**config.mk**
```make
export PLATFORM = sky130hd
export DESIGN_NAME = board_renderer_flat
export DESIGN_NICKNAME = d
export VERILOG_FILES = /design/src/rtl/board_renderer_pkg.sv /design/src/rtl/board_renderer_if.sv /design/src/rtl/board_renderer_kind_palette.sv /design/src/rtl/board_renderer.sv /design/src/flat_wrapper.sv
export SDC_FILE = /design/constraint.sdc
export NUM_CORES = 1
export LEC_CHECK = 0
export CAP_MARGIN = 10
export CORE_MARGIN = 5
export CORE_UTILIZATION = 43
export DETAILED_ROUTE_END_ITERATION = 7
export DONT_BUFFER_PORTS = 1
export MAX_ROUTING_LAYER = met4
export PLACE_DENSITY_LB_ADDON = 0.3
export SYNTH_ARGS = -nofsm -noshare
export SYNTH_HDL_FRONTEND = slang
export SYNTH_SLANG_ARGS = --single-unit
```
**constraint.sdc**
```tcl
create_clock -name clk -period 2.35 [get_ports clk]
set_clock_uncertainty 0.2 [all_clocks]
set_input_delay 0.235 -clock clk [delete_from_list [all_inputs] [get_ports clk]]
set_output_delay 0.235 -clock clk [all_outputs]
set_load 0.01 [all_outputs]
```
**src/rtl/board_renderer_pkg.sv**
```systemverilog
// Package enum_type: cell-kind and colour constants shared by the renderer
// and the tetris core.
//   KIND_EMPTY      : cell/slot kind meaning "nothing here"
//   PAL_0 .. PAL_7  : 12-bit {R,G,B} colour for each cell kind
//   RGB_*           : fixed colours (blank, empty swatch, grid, backdrop)
package enum_type;

    localparam logic [2:0]  KIND_EMPTY       = 3'd0;

    localparam logic [11:0] PAL_0            = 12'h000;
    localparam logic [11:0] PAL_1            = 12'h09D;
    localparam logic [11:0] PAL_2            = 12'h04F;
    localparam logic [11:0] PAL_3            = 12'hD90;
    localparam logic [11:0] PAL_4            = 12'hFF0;
    localparam logic [11:0] PAL_5            = 12'h0F3;
    localparam logic [11:0] PAL_6            = 12'h80C;
    localparam logic [11:0] PAL_7            = 12'hF00;

    localparam logic [11:0] RGB_BLANK        = 12'h000;
    localparam logic [11:0] RGB_SWATCH_EMPTY = 12'h222;
    localparam logic [11:0] RGB_GRID         = 12'h333;
    localparam logic [11:0] RGB_BACKDROP     = 12'h111;

endpackage

```
**src/rtl/board_renderer_if.sv**
```systemverilog
// Cell query bus between the renderer (master) and the tetris core (slave).
//   cell_x / cell_y : playfield cell being queried
//   cell_kind       : kind of that cell, valid in the clk after the query
//   hold_kind       : kind in the hold slot
//   next_kind       : four upcoming kinds, [2:0] is the first
interface board_renderer_if;
    logic [3:0]  cell_x;
    logic [4:0]  cell_y;
    logic [2:0]  cell_kind;
    logic [2:0]  hold_kind;
    logic [11:0] next_kind;

    modport master (output cell_x, cell_y, input cell_kind, hold_kind, next_kind);
    modport slave  (input cell_x, cell_y, output cell_kind, hold_kind, next_kind);
endinterface

```
**src/rtl/board_renderer_kind_palette.sv**
```systemverilog
// kind_palette: combinational map from a cell kind to 12-bit RGB.
//   kind      in  3   cell or slot kind
//   is_swatch in  1   kind comes from a hold/next swatch (empty draws grey)
//   rgb       out 12  {R,G,B}
module kind_palette
    import enum_type::*;
(
    input  logic [2:0]  kind,
    input  logic        is_swatch,
    output logic [11:0] rgb
);

    always_comb begin
        rgb = PAL_0;
        case (kind)
            3'd0: rgb = is_swatch ? RGB_SWATCH_EMPTY : PAL_0;
            3'd1: rgb = PAL_1;
            3'd2: rgb = PAL_2;
            3'd3: rgb = PAL_3;
            3'd4: rgb = PAL_4;
            3'd5: rgb = PAL_5;
            3'd6: rgb = PAL_6;
            3'd7: rgb = PAL_7;
            default: rgb = PAL_0;
        endcase
    end

endmodule

```
**src/rtl/board_renderer.sv**
```systemverilog
// board_renderer: pixel pipeline from the VGA sync generator to the pins.
// Tracks the playfield cell with counters (no divide), queries the tetris
// core, colours board cells plus the hold/next swatches, and delays the syncs
// so they stay aligned with rgb (3 clks: S0 flags, S1 query, S2 colour).
//   clk, reset (sync, active-high)
//   p_tick, visible, hsync_in, vsync_in, pixel_x, pixel_y  : from sync gen
//   tq (board_renderer_if.master)                          : cell query bus
//   rgb, hsync_out, vsync_out                              : to pins
// Build option: define GRID_LINES_EN to draw grid lines (sub_x==0 or
// sub_y==0) inside the board.
module board_renderer
    import enum_type::*;
#(
    parameter int BOARD_X0 = 220,
    parameter int BOARD_Y0 = 40,
    parameter int CELL_PX  = 20,
    parameter int COLS     = 10,
    parameter int ROWS     = 20,
    parameter int HOLD_X0  = 140,
    parameter int NEXT_X0  = 460
)
(
    input  logic                     clk,
    input  logic                     reset,
    input  logic                     p_tick,
    input  logic                     visible,
    input  logic                     hsync_in,
    input  logic                     vsync_in,
    input  logic [9:0]               pixel_x,
    input  logic [9:0]               pixel_y,
    board_renderer_if.master         tq,
    output logic [11:0]              rgb,
    output logic                     hsync_out,
    output logic                     vsync_out
);

    localparam int SW_PX      = 60;
    localparam int NEXT_PITCH = 70;

    localparam logic [9:0] X0     = 10'(BOARD_X0);
    localparam logic [9:0] X1     = 10'(BOARD_X0 + COLS * CELL_PX);
    localparam logic [9:0] Y0     = 10'(BOARD_Y0);
    localparam logic [9:0] Y1     = 10'(BOARD_Y0 + ROWS * CELL_PX);
    localparam logic [9:0] Y0_M1  = 10'(BOARD_Y0 - 1);
    localparam logic [9:0] HX0    = 10'(HOLD_X0);
    localparam logic [9:0] HX1    = 10'(HOLD_X0 + SW_PX);
    localparam logic [9:0] SY1    = 10'(BOARD_Y0 + SW_PX);
    localparam logic [9:0] NX0    = 10'(NEXT_X0);
    localparam logic [9:0] NX1    = 10'(NEXT_X0 + SW_PX);
    localparam logic [9:0] X_LAST = 10'd639;
    localparam logic [9:0] Y_LAST = 10'd479;
    localparam logic [4:0] SUB_LAST = 5'(CELL_PX - 1);
    localparam logic [3:0] COL_LAST = 4'(COLS - 1);
    localparam logic [4:0] ROW_LAST = 5'(ROWS - 1);

    // cell position counters (describe the pixel held in S0)
    logic [4:0] sub_x_d, sub_x_q, sub_y_d, sub_y_q, row_d, row_q;
    logic [3:0] col_d, col_q;

    // S0
    logic       in_x, in_y, in_board, in_hold, in_next;
    logic [1:0] next_idx;
    logic       s0_vis_q, s0_hs_q, s0_vs_q, s0_board_q, s0_hold_q, s0_next_q;
    logic [1:0] s0_nidx_q;

    // S1
    logic [3:0] cell_x_d, cell_x_q;
    logic [4:0] cell_y_d, cell_y_q;
    logic [2:0] s1_sw_kind_d, s1_sw_kind_q;
    logic       s1_vis_q, s1_hs_q, s1_vs_q, s1_board_q, s1_sw_q;

    // S2
    logic [11:0] pal_rgb, rgb_d, rgb_q;
    logic        hs_out_q, vs_out_q;

    assign in_x     = (pixel_x >= X0) && (pixel_x < X1);
    assign in_y     = (pixel_y >= Y0) && (pixel_y < Y1);
    assign in_board = in_x && in_y;
    assign in_hold  = (pixel_x >= HX0) && (pixel_x < HX1) && (pixel_y >= Y0) && (pixel_y < SY1);

    always_comb begin
        in_next  = 1'b0;
        next_idx = 2'd0;
        if ((pixel_x >= NX0) && (pixel_x < NX1)) begin
            for (int i = 0; i < 4; i++) begin
                if ((pixel_y >= 10'(BOARD_Y0 + NEXT_PITCH * i)) &&
                    (pixel_y <  10'(BOARD_Y0 + NEXT_PITCH * i + SW_PX))) begin
                    in_next  = 1'b1;
                    next_idx = 2'(i);
                end
            end
        end
    end

    // Column counter restarts at the board's left edge; the row counter
    // steps once per line at x=639, so it already points at the next line.
    // Both saturate so the query never leaves the playfield.
    always_comb begin
        sub_x_d = sub_x_q;
        col_d   = col_q;
        sub_y_d = sub_y_q;
        row_d   = row_q;
        if (p_tick) begin
            if (pixel_x == X0) begin
                sub_x_d = '0;
                col_d   = '0;
            end else if (in_x) begin
                if (sub_x_q == SUB_LAST) begin
                    sub_x_d = '0;
                    if (col_q != COL_LAST) col_d = col_q + 4'd1;
                end else begin
                    sub_x_d = sub_x_q + 5'd1;
                end
            end
            if (pixel_x == X_LAST) begin
                if ((pixel_y == Y_LAST) || (pixel_y == Y0_M1)) begin
                    sub_y_d = '0;
                    row_d   = '0;
                end else if (in_y) begin
                    if (sub_y_q == SUB_LAST) begin
                        sub_y_d = '0;
                        if (row_q != ROW_LAST) row_d = row_q + 5'd1;
                    end else begin
                        sub_y_d = sub_y_q + 5'd1;
                    end
                end
            end
        end
    end

    always_comb begin
        cell_x_d     = s0_board_q ? col_q : cell_x_q;
        cell_y_d     = s0_board_q ? row_q : cell_y_q;
        s1_sw_kind_d = tq.hold_kind;
        if (!s0_hold_q) begin
            case (s0_nidx_q)
                2'd0:    s1_sw_kind_d = tq.next_kind[2:0];
                2'd1:    s1_sw_kind_d = tq.next_kind[5:3];
                2'd2:    s1_sw_kind_d = tq.next_kind[8:6];
                default: s1_sw_kind_d = tq.next_kind[11:9];
            endcase
        end
    end

`ifdef GRID_LINES_EN
    logic s1_grid_d, s1_grid_q;

    always_comb begin
        s1_grid_d = (sub_x_q == '0) || (sub_y_q == '0);
    end

    always_ff @(posedge clk) begin
        if (reset) s1_grid_q <= 1'b0;
        else       s1_grid_q <= s1_grid_d;
    end
`endif

    kind_palette u_kind_palette (
        .kind      (s1_board_q ? tq.cell_kind : s1_sw_kind_q),
        .is_swatch (!s1_board_q),
        .rgb       (pal_rgb)
    );

    always_comb begin
        rgb_d = RGB_BACKDROP;
        if (!s1_vis_q) begin
            rgb_d = RGB_BLANK;
        end else if (s1_board_q) begin
`ifdef GRID_LINES_EN
            rgb_d = s1_grid_q ? RGB_GRID : pal_rgb;
`else
            rgb_d = pal_rgb;
`endif
        end else if (s1_sw_q) begin
            rgb_d = pal_rgb;
        end
    end

    always_ff @(posedge clk) begin
        if (reset) begin
            sub_x_q <= '0; col_q <= '0; sub_y_q <= '0; row_q <= '0;
            s0_vis_q <= 1'b0; s0_hs_q <= 1'b1; s0_vs_q <= 1'b1;
            s0_board_q <= 1'b0; s0_hold_q <= 1'b0; s0_next_q <= 1'b0; s0_nidx_q <= '0;
            cell_x_q <= '0; cell_y_q <= '0; s1_sw_kind_q <= '0;
            s1_vis_q <= 1'b0; s1_hs_q <= 1'b1; s1_vs_q <= 1'b1;
            s1_board_q <= 1'b0; s1_sw_q <= 1'b0;
            rgb_q <= RGB_BLANK; hs_out_q <= 1'b1; vs_out_q <= 1'b1;
        end else begin
            sub_x_q <= sub_x_d; col_q <= col_d; sub_y_q <= sub_y_d; row_q <= row_d;
            s0_vis_q <= visible; s0_hs_q <= hsync_in; s0_vs_q <= vsync_in;
            s0_board_q <= in_board; s0_hold_q <= in_hold; s0_next_q <= in_next; s0_nidx_q <= next_idx;
            cell_x_q <= cell_x_d; cell_y_q <= cell_y_d; s1_sw_kind_q <= s1_sw_kind_d;
            s1_vis_q <= s0_vis_q; s1_hs_q <= s0_hs_q; s1_vs_q <= s0_vs_q;
            s1_board_q <= s0_board_q; s1_sw_q <= s0_hold_q || s0_next_q;
            rgb_q <= rgb_d; hs_out_q <= s1_hs_q; vs_out_q <= s1_vs_q;
        end
    end

    assign tq.cell_x = cell_x_q;
    assign tq.cell_y = cell_y_q;
    assign rgb       = rgb_q;
    assign hsync_out = hs_out_q;
    assign vsync_out = vs_out_q;

endmodule

```
**src/flat_wrapper.sv**
```systemverilog
// flat-port wrapper written by rule: the top's interface ports become plain ports
module board_renderer_flat import enum_type::*;
#(
    parameter int BOARD_X0 = 220,
    parameter int BOARD_Y0 = 40,
    parameter int CELL_PX  = 20,
    parameter int COLS     = 10,
    parameter int ROWS     = 20,
    parameter int HOLD_X0  = 140,
    parameter int NEXT_X0  = 460
)
  (clk, reset, p_tick, visible, hsync_in, vsync_in, pixel_x, pixel_y, rgb, hsync_out, vsync_out, tq_cell_x, tq_cell_y, tq_cell_kind, tq_hold_kind, tq_next_kind);
  board_renderer_if tq_i ();
  input  logic clk;
  input  logic reset;
  input  logic p_tick;
  input  logic visible;
  input  logic hsync_in;
  input  logic vsync_in;
  input  logic [9:0] pixel_x;
  input  logic [9:0] pixel_y;
  output logic [11:0] rgb;
  output logic hsync_out;
  output logic vsync_out;
  output wire logic [$bits(tq_i.cell_x)-1:0] tq_cell_x;
  output wire logic [$bits(tq_i.cell_y)-1:0] tq_cell_y;
  input wire logic [$bits(tq_i.cell_kind)-1:0] tq_cell_kind;
  input wire logic [$bits(tq_i.hold_kind)-1:0] tq_hold_kind;
  input wire logic [$bits(tq_i.next_kind)-1:0] tq_next_kind;
  assign tq_cell_x = tq_i.cell_x;
  assign tq_cell_y = tq_i.cell_y;
  assign tq_i.cell_kind = tq_cell_kind;
  assign tq_i.hold_kind = tq_hold_kind;
  assign tq_i.next_kind = tq_next_kind;
  board_renderer #(.BOARD_X0(BOARD_X0), .BOARD_Y0(BOARD_Y0), .CELL_PX(CELL_PX), .COLS(COLS), .ROWS(ROWS), .HOLD_X0(HOLD_X0), .NEXT_X0(NEXT_X0)) u_core (.clk(clk), .reset(reset), .p_tick(p_tick), .visible(visible), .hsync_in(hsync_in), .vsync_in(vsync_in), .pixel_x(pixel_x), .pixel_y(pixel_y), .tq(tq_i), .rgb(rgb), .hsync_out(hsync_out), .vsync_out(vsync_out));
endmodule
```
Word level (Yosys, flattened, before mapping)
Cells that the tools add are included.
Storage, ports and cells
  flip-flop bits (word level): 58
  bits of input ports: 44
  output and inout port bits: 23
  logic and storage cells: 115
Cells by class
  $add $sub $neg: 4
  magnitude comparators: 15
  eq/ne operators: 17
  mux-type cells: 28
  bitwise logic cells: 2
  reduce and logical (&&, ||, !) cells: 27
Operator list (count)
  case mux 12 bit (8 select lines): 1
  two-way mux 5 bit: 10
  >= comparator 10 x 8 -> 1 bit (second input constant): 4
  < comparator 10 x 8 -> 1 bit (second input constant): 3
  < comparator 10 x 9 -> 1 bit (second input constant): 3
  two-way mux 12 bit: 2
  two-way mux 4 bit: 4
  adder 5 x 1 -> 5 bit (second input constant): 3
  == test 3 bit (second input constant): 4
  nonzero test 2 bit: 6
  logical AND 1 bit: 11
  == test 10 bit (second input constant): 1
  == test 10 x 6 -> 1 bit (second input constant): 1
  == test 10 x 8 -> 1 bit (second input constant): 1
  == test 10 x 9 -> 1 bit (second input constant): 1
  == test 5 bit (second input constant): 2
  >= comparator 10 x 6 -> 1 bit (second input constant): 1
  >= comparator 10 x 7 -> 1 bit (second input constant): 1
  >= comparator 10 x 9 -> 1 bit (second input constant): 1
  < comparator 10 bit (second input constant): 1
  < comparator 10 x 7 -> 1 bit (second input constant): 1
  two-way mux 10 bit: 1
  case mux 3 bit (3 select lines): 1
  == test 3 x 2 -> 1 bit (second input constant): 2
  18 further kinds: 27

Longest topological paths before layout
Gate-level depths: netlist of the first run.
  word-level depth: 6
  mapped depth: 7
  mapped depth without buffers: 7

Modules after synthesis
From an unflattened synthesis of the first run, not the netlist that was laid out.
Unflattened totals
  cell total of the unflattened synthesis: 307
  area total of the unflattened synthesis: 2783.9 µm²
Modules (own cells, without submodules)
  board_renderer: times used 1, cells each 283, area each 2636.3 µm², seq. area each 1161.1 µm²
  kind_palette: times used 1, cells each 24, area each 147.6 µm², seq. area each 0.0 µm²

Least setup slack after synthesis of the first run
No wires, ideal clock.
  path type: input to register
  start: input pixel_y[3]
  end: register u_core.sub_y_q[4]
  library setup time: 0.066 ns
  arrival time: 1.745 ns
  required time: 2.084 ns
  setup slack: 0.338 ns
  stages: 7
  buffers on the path: 1
  cells stage by stage: buf_6 -> nor4_2 -> nand4_1 -> a21oi_4 -> o21ai_2 -> or4_4 -> a21oi_2
Between the ends
  longest elaborated chain between the ends: 4
  elaborated cells on any way between the ends: 9
  classes of those cells: order compare (2); eq/ne (2); mux (1); reduce/logical (4)
Ends and longest elaborated chain
  start: declaration: line flat_wrapper.sv:21  | input logic [9:0] pixel_y;
  >= comparator 10 x 6 -> 1 bit (tied with other cells): line board_renderer.sv:77  | assign in_y = (pixel_y >= Y0) && (pixel_y < Y1);
  logical AND 1 bit or logical OR 1 bit (tied branches): line board_renderer.sv:77, board_renderer.sv:116
  nonzero test 2 bit (no line)
  AND reduction 3 bit (no line)
  end signal: assignment: line board_renderer.sv:189  | sub_x_q <= sub_x_d; col_q <= col_d; sub_y_q <= sub_y_d; row_q <= row_d;
  end: declaration: line board_renderer.sv:57  | logic [4:0] sub_x_d, sub_x_q, sub_y_d, sub_y_q, row_d, row_q;
Several ways; a longest one is shown, not always the timed one.
A chain may end at the register's enable or synchronous reset.

Final worst setup path of the first run
  start: input pixel_y[9]
  end: register u_core.s0_hold_q
Between the ends
  longest elaborated chain between the ends: 3
  elaborated cells on any way between the ends: 4
  classes of those cells: order compare (2); reduce/logical (2)
Ends and longest elaborated chain
  >= comparator 10 x 6 -> 1 bit: line board_renderer.sv:79  | assign in_hold = (pixel_x >= HX0) && (pixel_x < HX1) && (pixel_y >= Y0) && (pixel_y < SY1);
  logical AND 1 bit: line board_renderer.sv:79
  logical AND 1 bit (*): line board_renderer.sv:79
  end signal: assignment: line board_renderer.sv:191  | s0_board_q <= in_board; s0_hold_q <= in_hold; s0_next_q <= in_next; s0_nidx_q <= next_idx;
  end: declaration: line board_renderer.sv:63  | logic s0_vis_q, s0_hs_q, s0_vs_q, s0_board_q, s0_hold_q, s0_next_q;
Every way passes the cells marked *; elsewhere a longest branch is shown, timed or not.

==> results of run 1 <==
[flip-flops by register name, indices dropped and copies added, names as in the netlist, 2 cells and up]
signal	flops
u_core.rgb	11
u_core.row_q	5
u_core.sub_x_q	5
u_core.sub_y_q	5
u_core.tq.cell_y	5
u_core.col_q	4
u_core.tq.cell_x	4
u_core.s1_sw_kind_q	3
u_core.s0_nidx_q	2
[cells by family after synthesis]
logic type / synth area share (%)
DFF: 41.7
and+or+nand+nor: 27.0
buffers and inverters: 3.48
AOI/OAI and AO/OA: 15.0
muxes: 9.92
xor gates and xnor gates: 0.640
adders and majority gates: 2.29
[where the power goes]
| part | switching (W) | internal (W) | leakage, nW |
|---|---|---|---|
| Clock | 0.000371 | 0.000732 | 0.120 |
| Sequential | 0.00000889 | 0.000979 | 0.462 |
| Combinational | 0.0000661 | 0.0000676 | 0.545 |
| Total | 0.000446 | 0.00178 | 1.13 |
[metal layers]
layer	vias up	global-route usage [%]
li1	1173	-
met1	1011	18.9
met2	76	21.9
met3	15	5.76
met4	0	8.19
met5	-	-
[final cells by class]
cell class | count | area, sq um | share of cell area, %
multi-input cells | 232 | 1510 | 46.5
flip-flops and latches | 57 | 1140 | 35.0
repair buffers | 23 | 233 | 7.14
clock buffers | 11 | 141 | 4.34
clock inverters | 5 | 103 | 3.15
well taps | 77 | 96.3 | 2.96
inverters | 8 | 30.0 | 0.922
[repair_timing]
item / CTS / global route
gates resized for setup: 0 / 2
hold endpoints to repair: 47 / 0
hold buffers: 20 / 0
endpoints found under the setup margin: 0 / 1
[metrics by stage]
stage / util [%] / area (sq um) / worst slack (ns) / hold slack (ns) / std cells
6_report: 51.9 / 3260 / 0.0557 / 0.0237 / 413
5_1_grt: 51.9 / 3260 / 0.0383 / 0.0250 / 413
4_1_cts: 51.7 / 3240 / 0.0763 / 0.00620 / 413
2_1_floorplan: - / 2740 / 0.338 / 0.139 / 309
3_5_place_dp: 44.4 / 2790 / 0.310 / 0.118 / 377
3_3_place_gp: 44.4 / 2790 / 0.359 / 0.113 / 377
[cells in the final DEF, fill, tap and decap left out, types with 2 or more instances in the layout]
master	count
a21oi_1	25
a221oi_1	2
a31oi_1	5
and2_1	3
and3_1	2
buf_4	3
bufinv_16	3
clkbuf_8	10
dfxtp_1	57
dlygate4sd3_1	19
ha_1	5
inv_1	8
mux2_2	3
mux2i_1	17
mux4_2	3
nand2_1	20
nand2b_1	6
nand3_1	9
nand3b_1	4
nand4_1	4
nand4b_1	4
nor2_1	42
nor2b_1	4
nor3_1	9
nor3_2	2
nor3b_1	2
nor4_1	5
nor4b_1	2
o21a_1	2
o21ai_0	19
o31ai_1	2
or2_2	7
or3_1	2
[critical path, stage by stage]
cell and delay, ns:
dlygate4sd3_1 0.56, nor4_1 0.34, dlygate4sd3_1 0.60, and2_1 0.11, dlygate4sd3_1 0.53
[final timing paths]
path / depth (start not counted) / end / slack [ns] / startpoint
max: 5 / u_core.s0_hold_q / 0.06 / pixel_y[9]
min: 4 / u_core.s0_board_q / 0.02 / pixel_x[8]
max reg2reg: 7 / u_core.row_q[1] / 0.16 / u_core.sub_y_q[0]
min reg2reg: 1 / u_core.hsync_out / 0.21 / u_core.s1_hs_q
==> impl_metrics.csv, run 1 <==
group,metric,value,unit
status,status,"completed",
cells_and_area,antenna_cells,0,
routing,routedWlPerCell,13.7,um
routing,via_per_inst,5.51,
logic_synthesis,ys_warn_count,0,
cts,tritoncts,"built",
routing,dr.max_layer_used,"met4",
flow_run,drv_cap,0,
cells_and_area,area_delta_synth_final,19.1,%
routing,dr.pass1.iters,6,
power_and_ir_drop,cellLeakagePower,1.13,nW
logic_synthesis,synth-seq-cells,57,
die,initial_core_util,43.6,%
timing,fin_tns_setup,0,ns
power_and_ir_drop,p_per_area,683,nW/um^2
critical_path,worstPathMaxFanout,6,
cts,ctsHtreeMaxLevel,3,
global_routing,grt_pass1_vias,2249,
timing,worstMarginPinSlew,0.607,ns
die,die_w,89.8,um
logic_synthesis,synthDistinctLibCells,55,
routing,vias,2275,
cts,clock-sinks,57,
cts,clkTransAtPathRegs,0.06,ns
timing,hold_violations,0,
logic_synthesis,synth_edf_count,0,
logic_synthesis,ys_top_cells_by_count,"57 x dfxtp_1, 42 x nor2_1, 25 x a21oi_1",
global_routing,grt_max_degree,43,
logic_synthesis,synth-main-ff-cell,"dfxtp_1",
logic_synthesis,synth_nets,358,
cells_and_area,layout.nets,380,
placed_design,post-dp-hpwl,4060,um
logic_synthesis,synth.avg_cell_area,8.86,sq um
logic_synthesis,synth_top_area_share,41.7,%
routing,met2_wirelength,2390,um
placed_design,io_buffer_count,0,
routing,wl_met1,2680,um
cts,cts_root_buf,"clkbuf_8",
timing,fmax,0.436,GHz
critical_path,end_kind,"flip-flop",
global_routing,grt_usage,15.4,%
logic_synthesis,ys_seq_area_share,41.7,%
cells_and_area,nFillCells,596,
die,core,6280,sq um
die,die_area,8060,sq um
timing,slew_violations,0,
routing,ant_nets,0,
logic_synthesis,ys_async_sr_fraction,0,%
timing,setup_violations,0,
hold_path,hold_class,"input pin to flip-flop",
timing,max_slew_margin,59.5,%
critical_path,critPathLaunchType,"input pin",
cts,post-cts-setup-buffer-count,0,
logic_synthesis,synth.area.top_cells,"dfxtp_1 42%, mux2i_1 6.2%, nor2_1 5.8%",
routing,dr.first_iter.drc_count,99,
global_routing,antenna_found_initial,0,
logic_synthesis,synth.most_common_cell,"dfxtp_1",
critical_path,criticalPathCategory,"input pin to flip-flop",
timing,fin_crit,2.29,ns
die,die_h,89.8,um
logic_synthesis,synth_top_area_cell,"dfxtp_1",
logic_synthesis,synth_area,2740,sq um
cts,worstSkewPairLatency,0.32,ns
power_and_ir_drop,finalPower,0.00222,W
die,row_count,29,
cts,cts_buffers,9,
cts,clockBufferDepth,2,
global_routing,grt_pass1_wl,10100,um
die,io_pins,67,
routing,met3_wirelength,417,um
routing,drt_drc_violations_left,0,
critical_path,critPathRequiredTime,2.42,ns
logic_synthesis,synth_cells,309,
critical_path,cp.arrival,2.37,ns
global_routing,grt.overflow.total,0,
routing,routed_wl,5660,um
placed_design,routabilityCongestion,0.867,
timing,layout_worst_path_cycle_share,97.6,%
power_and_ir_drop,ir_drop,0.523,mV
cells_and_area,layout-drive-gt1-share,12.8,%
timing,rsz0062_at_grt,"no",
Power figures use the tool's default switching activity.
==> inputs of run 2 (changes only) <==
Settings changed: CELL_PAD_IN_SITES_DETAIL_PLACEMENT set to 0, CELL_PAD_IN_SITES_GLOBAL_PLACEMENT set to 1, TNS_END_PERCENT set to 30.
==> run 2 against run 1 <==
Fmax up 16%. Utilization down 1.4 points. First-iteration DRC count up 20%. Critical endpoint is now u_core.col_q[2]. Largest cell class unchanged. Largest power group is now registers.
==> impl_metrics.csv, run 2 (synthesis results as in run 1) <==
group,metric,value,unit
cts,clockBufferDepth,2,
die,die_w,89.8,um
cells_and_area,stdcell_count,411,
die,row_count,29,
die,die_h,89.8,um
routing,dr.first_iter.drc_count,119,
timing,rsz0062_at_grt,"no",
global_routing,grt_pass1_vias,2182,
critical_path,max_stage_delay,0.47,ns
placed_design,dp_worst_setup_slack,0.329,ns
flow_run,drv_cap,0,
critical_path,reg2reg_slack,0.38,ns
power_and_ir_drop,p_int,0.00153,W
critical_path,r2r_cells,6,
die,die_area,8060,sq um
cells_and_area,area_delta_synth_final,15.9,%
timing,slew_violations,0,
global_routing,grt_pass1_wl,9860,um
hold_path,min_path_cells,4,
timing,setup_violations,0,
placed_design,dp.cells,378,
placed_design,post-dp-hpwl,4060,um
power_and_ir_drop,power_frac_seq,49.3,%
cells_and_area,final_common_cell,"dfxtp_1",
placed_design,routabilityCongestion,0.750,
power_and_ir_drop,p_per_area,631,nW/um^2
status,status,"completed",
hold_path,hold_class,"input pin to flip-flop",
power_and_ir_drop,power_frac_clock,44.0,%
timing,fin_tns_setup,0,ns
die,initial_core_util,43.6,%
routing,vias,2236,
timing,max_slew_margin,59.0,%
global_routing,grt_usage,14.9,%
hold_path,min_from,"pixel_x[8]",
routing,dr.pass1.iters,4,
die,core,6280,sq um
cts,clkTransAtPathRegs,0.07,ns
critical_path,end_kind,"flip-flop",
cts,ctsHtreeMaxLevel,3,
critical_path,cp.arrival,1.99,ns
power_and_ir_drop,p_sw_share,23.3,%
critical_path,critPathLaunchType,"flip-flop",
timing,fin_crit,1.97,ns
critical_path,worstPathMaxFanout,5,
cells_and_area,largest_reg_flops,11,
power_and_ir_drop,comb_power_share,6.7,%
cells_and_area,antenna_cells,0,
cells_and_area,mostFrequentLayoutCells,"57 x dfxtp_1, 42 x nor2_1, 25 x a21oi_1",
routing,drt_drc_violations_left,0,
power_and_ir_drop,ir_drop,0.384,mV
global_routing,antenna_found_initial,0,
critical_path,critPathRequiredTime,2.37,ns
critical_path,cpMaxStageDelayCell,"nor3b_1",
power_and_ir_drop,cellLeakagePower,1.09,nW
timing,setup_ws,0.376,ns
hold_path,hold_path_end,"u_core.s0_board_q",
die,io_pins,67,
global_routing,grt.overflow.total,0,
global_routing,grt_max_degree,43,
critical_path,criticalPathCategory,"flip-flop to flip-flop",
timing,layout_worst_path_cycle_share,84.0,%
critical_path,r2r_end,"u_core.col_q[2]",
timing,fmax,0.507,GHz
routing,routed_wl,5680,um
timing,hold_violations,0,
cts,cts_buffers,9,
critical_path,path_cells,"ha_1 -> nor3b_1 -> o21a_1 -> a21oi_1 -> o21ai_0 -> a21oi_1",
critical_path,critPathMostFrequentCell,"a21oi_1",
cts,worstSkewPairLatency,0.33,ns
timing,fin_hold_ws,0.0349,ns
cts,tritoncts,"built",
cts,cts_resized,0,
cells_and_area,layout-drive-gt1-share,13.2,%
critical_path,reg2reg_from,"u_core.sub_x_q[0]",
routing,routedWlPerCell,13.8,um
cells_and_area,layout.nets,378,
power_and_ir_drop,p_switching,0.000467,W
routing,ant_nets,0,
cts,cts_root_buf,"clkbuf_8",
placed_design,io_buffer_count,0,
routing,via_per_inst,5.44,
timing,worstMarginPinSlew,0.615,ns
cts,clock-sinks,57,
-- run 2: power groups by stage --
| stage | sequential, W | combinational (W) | clock [W] |
|---|---|---|---|
| 3_3_place_gp | 0.00101 | 0.0000969 | 0 |
| 6_report | 0.000987 | 0.000134 | 0.000880 |
| 5_1_grt | 0.000988 | 0.000152 | 0.000962 |
| 2_1_floorplan | 0.00100 | 0.0000992 | 0 |
| 4_1_cts | 0.000987 | 0.000134 | 0.000914 |
| 3_5_place_dp | 0.00101 | 0.0000965 | 0 |
-- run 2: cell type report --
type,count,area (sq um)
tap,77,96.3
timing repair buffer,21,210
fill,622,3110
multi-input combinational,232,1500
clock inverter,7,70.1
clock buffer,9,124
inverter,8,30.0
sequential,57,1140
-- run 2: layer usage --
metal  up-vias  part of all wire (%)  routed length [um]  GRT usage, %
li1       1159                     -                   -             -
met1      1009                    45                2560          18.2
met2        56                    45                2580          21.8
met3        12                   7.1                 401          5.01
met4         0                   2.4                 135          7.56
met5         -                     0                   0             -
-- run 2: worst max path at each step --
stage	from	to	slack, ns
after floorplan	pixel_y[3]	u_core.sub_y_q[4]	0.34
after global placement	pixel_y[5]	u_core.sub_y_q[4]	0.36
after detailed placement	pixel_x[2]	u_core.sub_x_q[3]	0.33
after CTS	u_core.sub_x_q[0]	u_core.col_q[0]	0.40
after global routing	u_core.sub_x_q[0]	u_core.col_q[2]	0.16
final	u_core.sub_x_q[0]	u_core.col_q[2]	0.38
-- run 2: timing repair --
action	CTS	global route
endpoints found under the hold margin	47	0
setup buffers	0	0
hold buffers	17	0
-- run 2: worst max-delay path: cells and delay by family (launching register included) --
family                   cells  cell delay [ns]
flip-flops                   1             0.36
adder cells (fa/ha/maj)      1             0.24
AO/OA/AOI/OAI                4             0.59
AND/OR/NAND/NOR              1             0.47
-- run 2: stage by stage --
stage	power (W)	util (%)	instance area (sq um)
5_1_grt	0.00210	50.5	3170
6_report	0.00200	50.5	3170
2_1_floorplan	0.00110	-	2740
3_3_place_gp	0.00111	44.6	2800
3_5_place_dp	0.00111	44.6	2800
4_1_cts	0.00203	50.5	3170
==> inputs of run 3 (changes only) <==
Clock period 2.35 ns to 1.95 ns, I/O delays scaled along.
==> run 3 against run 2 <==
The run now ends with negative hold slack left. Cell count grew 2.2%. Routed wire length grew 1.9%. Sequential power grew 21%. Global-route usage shrank 0.26 points. Total power grew 12%. Largest cell class unchanged.
==> impl_metrics.csv, run 3 (synthesis results as in run 1) <==
group,metric,value,unit
global_routing,grt_usage,14.7,%
cells_and_area,antenna_cells,0,
placed_design,dp_worst_setup_slack,-0.0371,ns
routing,ant_nets,0,
routing,dr.pass1.iters,4,
die,initial_core_util,43.6,%
power_and_ir_drop,p_int,0.00172,W
placed_design,io_buffer_count,0,
cells_and_area,largest_reg_flops,11,
cells_and_area,final_common_cell,"dfxtp_1",
cells_and_area,layout.nets,387,
hold_path,hold_class,"input pin to flip-flop",
critical_path,worstPathMaxFanout,4,
critical_path,end_kind,"flip-flop",
cts,cts_root_buf,"clkbuf_8",
global_routing,antenna_found_initial,0,
global_routing,grt.overflow.total,0,
status,failed_checks,"negative hold slack",
cells_and_area,multi_input_area,1510,sq um
timing,setup_violations,0,
cells_and_area,nFillCells,622,
cts,cts_buffers,9,
timing,worstMarginPinSlew,0.628,ns
die,io_pins,67,
global_routing,grt_pass1_wl,9620,um
cts,clkTransAtPathRegs,0.06,ns
timing,fin_crit,1.84,ns
cts,worstSkewPairLatency,0.33,ns
placed_design,routabilityCongestion,0.817,
die,die_w,89.8,um
cells_and_area,area_delta_synth_final,17.4,%
timing,max_slew_margin,58.1,%
cells_and_area,regArea,1140,sq um
power_and_ir_drop,p_switching,0.000521,W
routing,via_per_inst,5.46,
cts,ctsHtreeMaxLevel,3,
die,die_area,8060,sq um
routing,vias,2293,
timing,hold_violations,1,
cts,clockBufferDepth,2,
routing,routed_wl,5790,um
global_routing,grt_pass1_vias,2155,
cts,post-cts-setup-buffer-count,0,
flow_run,drv_cap,0,
placed_design,post-dp-hpwl,4100,um
die,core,6280,sq um
die,die_h,89.8,um
die,row_count,29,
cts,clock-sinks,57,
status,status,"finished with violations",
critical_path,critPathLaunchType,"input pin",
power_and_ir_drop,finalPower,0.00224,W
timing,fin_hold_ws,-0.0110,ns
critical_path,criticalPathCategory,"input pin to flip-flop",
power_and_ir_drop,cellLeakagePower,1.12,nW
critical_path,critPathRequiredTime,2.00,ns
timing,slew_violations,0,
timing,setup_ws,0.105,ns
routing,routedWlPerCell,13.8,um
critical_path,cp.arrival,1.90,ns
routing,drt_drc_violations_left,0,
global_routing,grt_max_degree,43,
timing,layout_worst_path_cycle_share,94.6,%
timing,fmax,0.542,GHz
power_and_ir_drop,comb_power_share,7.5,%
power_and_ir_drop,p_sw_share,23.3,%
cells_and_area,layout-drive-gt1-share,14.9,%
routing,dr.first_iter.drc_count,80,
cts,tritoncts,"built",
cells_and_area,mostFrequentLayoutCells,"57 x dfxtp_1, 42 x nor2_1, 25 x a21oi_1",
power_and_ir_drop,p_per_area,697,nW/um^2
power_and_ir_drop,power_frac_clock,39.4,%
power_and_ir_drop,ir_drop,0.502,mV
power_and_ir_drop,power_frac_seq,53.2,%
run 3: cell types whose count changed in the layout (fill, tap and decap cells not counted), sizes merged:
cell	previous run	this run
buf	5	13
bufinv	1	0
clkbuf	9	12
clkinvlp	1	0
dlygate4sd3	16	17
inv	9	8
run 3: routing by layer:
metal / wire length, um / share of wire, % / GRT usage (%)
met4: 118 / 2.0 / 6.93
met5: 0 / 0 / -
met3: 389 / 6.7 / 5.18
met2: 2570 / 44 / 21.8
met1: 2710 / 47 / 17.6
run 3: area by class of cell:
type	count	area share, %
Multi-Input combinational cell	232	47.0
Sequential cell	57	35.5
Timing Repair Buffer	30	8.72
Clock buffer	12	4.21
Tap cell	77	3.00
Inverter	8	0.935
Clock inverter	4	0.623
run 3: repair_timing:
action,CTS,global route
endpoints found under the hold margin,52,0
resized for setup,0,2
hold buffers,18,0
endpoints found under the setup margin,0,7
run 3: final timing paths:
path | end | depth (start not counted) | slack [ns] | start
setup / recovery | u_core.s0_board_q | 6 | 0.11 | pixel_x[9]
hold / removal | u_core.sub_x_q[4] | 3 | -0.01 | p_tick
setup reg to reg | u_core.row_q[2] | 6 | 0.23 | u_core.sub_y_q[0]
hold reg to reg | u_core.s1_vs_q | 1 | 0.21 | u_core.s0_vs_q
run 3: metrics by stage:
step	instance area (sq um)	util (%)	hold slack, ns	std cells	TNS [ns]
5_1_grt	3210	51.2	-0.00292	420	-0.0150
3_3_place_gp	2860	45.5	0.0754	386	0
2_1_floorplan	2740	-	0.0988	309	0
3_5_place_dp	2860	45.5	0.0791	386	-0.0661
6_report	3210	51.2	-0.0110	420	0
4_1_cts	3200	51.0	0.00379	420	0
run 3: power by group through the flow:
stage,registers [W],logic (W),clock network (W)
2_1_floorplan,0.00121,0.000120,0
3_3_place_gp,0.00122,0.000118,0
3_5_place_dp,0.00122,0.000118,0
4_1_cts,0.00119,0.000165,0.000914
5_1_grt,0.00119,0.000188,0.000981
6_report,0.00119,0.000168,0.000881
run 3: worst max-delay path: stages:
cell,delay [ns]
dlygate4sd3_1,0.54
a41oi_1,0.27
buf_4,0.16
nand2_1,0.04
dlygate4sd3_1,0.56
nor3_1,0.12
